$ cat config.mk
export PLATFORM = sky130hd
export DESIGN_NAME = flp32_accumulator
export DESIGN_NICKNAME = d
export VERILOG_FILES = /design/src/rtl/flp32_accumulator_pkg.sv /design/src/rtl/flp32_add_sub.sv /design/src/rtl/flp32_accumulator.sv
export SDC_FILE = /design/constraint.sdc
export NUM_CORES = 1
export LEC_CHECK = 0
export ABC_AREA = 1
export CAP_MARGIN = 30
export CORE_MARGIN = 4
export CORE_UTILIZATION = 34
export CTS_BUF_LIST = sky130_fd_sc_hd__clkbuf_2
export DETAILED_ROUTE_END_ITERATION = 16
export GPL_TIMING_DRIVEN = 0
export PLACE_DENSITY_LB_ADDON = 0.3
export SLEW_MARGIN = 20
export SYNTH_ARGS = -nofsm -noshare
export SYNTH_HDL_FRONTEND = slang
export SYNTH_SLANG_ARGS = --single-unit
export TNS_END_PERCENT = 10
$ cat constraint.sdc
create_clock -name clk -period 34.8 [get_ports clk]
set_input_delay 6.96 -clock clk [delete_from_list [all_inputs] [get_ports clk]]
set_output_delay 6.96 -clock clk [all_outputs]
set_load 0.01 [all_outputs]
$ cat src/rtl/flp32_accumulator_pkg.sv
// rtl/flp32_accumulator_pkg.sv - shared float constants and FSM state type for the float32 accumulator
package flp32_accumulator_pkg;

  localparam logic [31:0] FLP_POS_ZERO = 32'h0000_0000;
  localparam logic [31:0] FLP_QNAN     = 32'h7FC0_0000;
  localparam logic [31:0] FLP_POS_INF  = 32'h7F80_0000;

  typedef enum logic [1:0] {
    ST_IDLE = 2'd0,
    ST_ACC  = 2'd1,
    ST_WAIT = 2'd2,
    ST_HOLD = 2'd3
  } acc_state_t;

endpackage

$ cat src/rtl/flp32_add_sub.sv
// rtl/flp32_add_sub.sv - combinational float32 adder/subtractor, round-to-nearest-even
module flp32_add_sub
  import flp32_accumulator_pkg::*;
(
  input  logic [31:0] X0,
  input  logic [31:0] Y0,
  output logic [31:0] Result_Add,
  output logic [31:0] Result_Sub
);

  function automatic logic [31:0] fadd(input logic [31:0] a, input logic [31:0] b);
    logic        sr;
    logic [7:0]  ex, ey, exx, eyy, d, field;
    logic [22:0] fx, fy;
    logic [26:0] mx, my, shifted, mask;
    logic [27:0] r;
    logic [9:0]  e;
    logic [4:0]  lz;
    logic        found, sticky, g, rnd;
    logic [30:0] mag;
    if ((a[30:23] == 8'hFF && a[22:0] != 23'h0) || (b[30:23] == 8'hFF && b[22:0] != 23'h0))
      return FLP_QNAN;
    if (a[30:23] == 8'hFF && b[30:23] == 8'hFF)
      return (a[31] == b[31]) ? a : FLP_QNAN;
    if (a[30:23] == 8'hFF) return a;
    if (b[30:23] == 8'hFF) return b;

    // x is the operand of larger magnitude; the result takes its sign
    if (a[30:0] >= b[30:0]) begin
      ex = a[30:23]; fx = a[22:0]; ey = b[30:23]; fy = b[22:0]; sr = a[31];
    end else begin
      ex = b[30:23]; fx = b[22:0]; ey = a[30:23]; fy = a[22:0]; sr = b[31];
    end
    mx  = {(ex != 8'h0), fx, 3'b000};
    my  = {(ey != 8'h0), fy, 3'b000};
    exx = (ex == 8'h0) ? 8'd1 : ex;
    eyy = (ey == 8'h0) ? 8'd1 : ey;
    d   = exx - eyy;
    if (d > 8'd26) begin
      shifted = 27'h0;
      sticky  = |my;
    end else begin
      mask    = (27'd1 << d) - 27'd1;
      shifted = my >> d;
      sticky  = |(my & mask);
    end
    shifted[0] = shifted[0] | sticky;
    e = {2'b00, exx};

    if (a[31] == b[31]) begin
      r = {1'b0, mx} + {1'b0, shifted};
      if (r[27]) begin
        r = {1'b0, r[27:2], r[1] | r[0]};
        e = e + 10'd1;
      end
    end else begin
      r = {1'b0, mx} - {1'b0, shifted};
      if (r == 28'h0) return FLP_POS_ZERO;
      lz    = 5'd0;
      found = 1'b0;
      for (int i = 26; i >= 0; i--) begin
        if (!found) begin
          if (r[i]) found = 1'b1;
          else      lz = lz + 5'd1;
        end
      end
      // normalise, but never below the denormal exponent
      if (e > {5'b0, lz}) begin
        r = r << lz;
        e = e - {5'b0, lz};
      end else begin
        r = r << (e - 10'd1);
      end
    end

    if (e >= 10'd255) return {sr, FLP_POS_INF[30:0]};
    field = r[26] ? e[7:0] : 8'h0;
    g     = r[2];
    rnd   = r[1] | r[0];
    // a rounding carry ripples into the exponent, including up to infinity
    mag   = {field, r[25:3]} + {30'h0, g & (rnd | r[3])};
    return {sr, mag};
  endfunction

  assign Result_Add = fadd(X0, Y0);
  assign Result_Sub = fadd(X0, {~Y0[31], Y0[30:0]});

endmodule

$ cat src/rtl/flp32_accumulator.sv
// rtl/flp32_accumulator.sv - streaming float32 accumulator summing len samples per job
module flp32_accumulator
  import flp32_accumulator_pkg::*;
#(
  parameter int CNT_W = 8,
  parameter int PIPE  = 0
) (
  input  logic             clk,
  input  logic             rst_n,
  input  logic             i_start,
  input  logic [CNT_W-1:0] i_len,
  input  logic             i_abort,
  input  logic             i_in_valid,
  output logic             o_in_ready,
  input  logic [31:0]      i_in_data,
  input  logic             i_in_sub,
  output logic             o_out_valid,
  input  logic             i_out_ready,
  output logic [31:0]      o_out_data,
  output logic             o_busy
);

  acc_state_t       r_state, w_next;
  logic [31:0]      r_sum, r_out_data, r_op_data;
  logic             r_op_sub;
  logic [CNT_W-1:0] r_cnt;

  logic [31:0] w_y0, w_res_add, w_res_sub, w_new_sum;
  logic        w_sub_sel, w_in_ready, w_out_valid, w_accept, w_commit, w_last, w_start_job;

  assign w_y0      = (PIPE != 0) ? r_op_data : i_in_data;
  assign w_sub_sel = (PIPE != 0) ? r_op_sub  : i_in_sub;
  assign w_new_sum = w_sub_sel ? w_res_sub : w_res_add;
  assign w_last    = (r_cnt == CNT_W'(1));

  flp32_add_sub u_add_sub (
    .X0         (r_sum),
    .Y0         (w_y0),
    .Result_Add (w_res_add),
    .Result_Sub (w_res_sub)
  );

  always_comb begin
    w_next      = r_state;
    w_in_ready  = 1'b0;
    w_out_valid = 1'b0;
    w_accept    = 1'b0;
    w_commit    = 1'b0;
    w_start_job = 1'b0;
    case (r_state)
      ST_IDLE: begin
        if (i_start) begin
          w_start_job = 1'b1;
          w_next      = (i_len == '0) ? ST_HOLD : ST_ACC;
        end
      end
      ST_ACC: begin
        w_in_ready = 1'b1;
        if (i_in_valid) begin
          w_accept = 1'b1;
          if (PIPE != 0) begin
            w_next = ST_WAIT;
          end else begin
            w_commit = 1'b1;
            w_next   = w_last ? ST_HOLD : ST_ACC;
          end
        end
      end
      ST_WAIT: begin
        w_commit = 1'b1;
        w_next   = w_last ? ST_HOLD : ST_ACC;
      end
      ST_HOLD: begin
        w_out_valid = 1'b1;
        if (i_out_ready) w_next = ST_IDLE;
      end
      default: w_next = ST_IDLE;
    endcase
    // abort overrides everything: no accept, no sum write, no new job
    if (i_abort) begin
      w_next      = ST_IDLE;
      w_in_ready  = 1'b0;
      w_accept    = 1'b0;
      w_commit    = 1'b0;
      w_start_job = 1'b0;
    end
  end

  always_ff @(posedge clk or negedge rst_n) begin
    if (!rst_n) begin
      r_state    <= ST_IDLE;
      r_sum      <= FLP_POS_ZERO;
      r_cnt      <= '0;
      r_out_data <= FLP_POS_ZERO;
      r_op_data  <= FLP_POS_ZERO;
      r_op_sub   <= 1'b0;
    end else begin
      r_state <= w_next;
      if (w_start_job) begin
        r_sum <= FLP_POS_ZERO;
        r_cnt <= i_len;
        if (i_len == '0) r_out_data <= FLP_POS_ZERO;
      end
      if (w_accept) begin
        r_op_data <= i_in_data;
        r_op_sub  <= i_in_sub;
      end
      if (w_commit) begin
        r_sum <= w_new_sum;
        if (r_cnt != '0) r_cnt <= r_cnt - CNT_W'(1);
        if (w_last) r_out_data <= w_new_sum;
      end
    end
  end

  assign o_in_ready  = w_in_ready;
  assign o_out_valid = w_out_valid;
  assign o_out_data  = r_out_data;
  assign o_busy      = (r_state != ST_IDLE);

endmodule

==> reports/metrics.cfg <==
[routing]
via_per_inst = 5.41
drtIter0Drc = 2468
routedWlPerCell_um = 18.1
route.detailed.drc = 0
ant_nets = 0
wirelength_mm = 83.4
drt_pass1_iterations = 8
via_count = 24935

[final_layout]
fin_util = 0.377
register_area_mm2 = 0.00185
layout_commonest_cell = nand2_1
layout_common_cells = 1154 x nand2_1, 534 x nand3_1, 463 x inv_1, 313 x nor2_1, 183 x o21ai_0
syn_to_final_growth_pct = 9.70
layout-drive-gt1-share = 0.0778
fill_cells = 6734
fin_nets = 4015
multi_input_comb_area_mm2 = 0.0158

[die]
num_io_pins = 82
row_count = 89
die_x_um = 253
coreArea_mm2 = 0.0591
die_area_mm2 = 0.0638
start_util = 0.344
fp.dieH_um = 253

[sta]
post-route-worst-setup-slack_ps = 4360
rsz0062_at_grt = no
fin_setup_tns_ps = 0
finClkSkew_ps = 37.9
period_needed_ps = 30440
worst_pin_slew_ps = 1070
min_period_over_period = 0.875
setup_viol = 0
slew_headroom = 0.283
max_freq_mhz = 32.9
final-hold-violation-count = 0
final_max_slew_viol_count = 0

[placement]
dp_hpwl_mm = 71.0
pre_cts_ws_ps = 4400
port_buffers = 81
gp_congestion = 1.05

[synth]
yosysTopAreaCellShare = 0.213
synth_ff_type = dfrtp_1
synth_edf_count = 0
synthArstFlopShare = 1.00
synth_top_cell_by_area = nand2_1
syn-num-nets = 3915
synth_warnings = 0
synthCells = 3727
netlist_area_mm2 = 0.0203
yosys.cell_types.count = 73
syn_avg_cell_area_um2 = 5.46
ys_ff_latch = 74
yosysSeqAreaShare = 0.0910
yosys-top-cells-area = nand2_1 21%, nand3_1 13%, dfrtp_1 9.1%, inv_1 8.5%, ha_1 8.5%

[grt]
grt.total_usage = 0.251
use_met1 = 0.343
gr-total-overflow = 0
grt_pass1_vias = 22798
antenna_found_initial = 0
grt_first_pass_wirelength_mm = 128
grt_max_degree = 41
globalRouteMet3Util = 0.0201
use_met2 = 0.412
grt_busiest_layer = met2

[setup_path]
cp_top_family = simple AND/OR/NAND/NOR gates
cp_slowest_cell = o21ai_1
cp.required_ps = 35310
cp_max_fo = 10
criticalPathCategory = input port to flip-flop
end_kind = flip-flop
start_kind = input port
worstPathArrival_ps = 30950
cpMostUsedCell = nand2_1
max_stage_delay_ps = 870
path_buf_inv = 30

[clock_tree]
cts_tree = built
h-tree-depth = 3
cts_buffers = 9
path_clk_slew_ps = 250
post_cts_resized = 0
cts.sinks = 74
hold_buffers = 0
root_buffer = clkbuf_2
cts_setup_buffers = 0
cts_buffer_depth = 2
clkLatencyLatePin_ps = 570

[outcome]
status = finished clean

[worst_hold_path]
min_path_type = flip-flop to flip-flop

[run]
cap_violations = 0

## final timing paths
check / start / endpoint / slack [ps] / depth (start not counted)
max: i_in_data[11] / o_out_data[6] / 4360 / 138
min: o_out_data[0] / o_out_data[0] / 540 / 2
max reg2reg: r_sum[24] / o_out_data[6] / 10980 / 138
min reg2reg: o_out_data[0] / o_out_data[0] / 540 / 2
max in group asynchronous: rst_n / r_sum[22] / 27920 / 2
min in group asynchronous: rst_n / r_cnt[7] / 6300 / 1
## tightest hold or removal path, cell delays in order (launching register included)
cell     delay [ps]
dfrtp_1         400
nand3_1          80
nand2_1          60
## flip-flops by register name, indices dropped and copies added (netlist names)
signal,count
o_out_data,32
r_sum,32
r_cnt,8
r_state,2
## cells in the mapped netlist (19+ instances only)
master / n
nand2_1: 1154
nand3_1: 534
inv_1: 463
nor2_1: 313
o21ai_0: 184
ha_1: 138
a21oi_1: 108
nand4_1: 93
dfrtp_1: 74
xor2_1: 60
o21ai_1: 50
clkbuf_1: 46
inv_2: 44
nor3_1: 38
nand2_2: 31
nor4_1: 31
nor2_2: 25
nand3_2: 22
buf_4: 20
o211ai_1: 20
a31oi_1: 19
buf_6: 19
## metal layers
layer	routed length (um)	share of wire	vias up
li1	-	-	12392
met1	36900	0.44	11299
met2	36900	0.44	1042
met3	5680	0.068	202
met4	3960	0.047	0
met5	0	0	-
## kinds of logic (layout without fill, tap and decap cells)
family / after synthesis / in the layout / share of synthesized area
buffers and inverters: 644 / 749 / 0.135
AO/OA/AOI/OAI: 466 / 466 / 0.131
other: 0 / 1 / 0
flip-flops: 74 / 74 / 0.0910
AND/OR/NAND/NOR: 2329 / 2329 / 0.522
adder cells (fa/ha/maj): 141 / 141 / 0.0878
multiplexers: 2 / 2 / 0.000984
XOR/XNOR: 71 / 71 / 0.0317
## stage by stage
stage / instances / hold WS (ps) / cell area [um^2]
6_report: 4606 / 545 / 22300
5_1_grt: 4605 / 578 / 22300
4_1_cts: 4603 / 553 / 22300
3_5_place_dp: 4587 / 499 / 22200
3_3_place_gp: 4581 / 501 / 22100
2_1_floorplan: 3727 / 474 / 20300
## final cells by class
type	instances	share of cell area
tap	773	0.0433
buffer	120	0.0345
inverter	524	0.0890
timing repair buffer	89	0.0390
sequential	74	0.0830
antenna	1	0.000112
multi-input combinational	3009	0.706
clock buffer	9	0.00202
clock inverter	7	0.00342
Power is not shown: default switching activity piles up to over one toggle a cycle in this logic, so the estimate is an artifact.
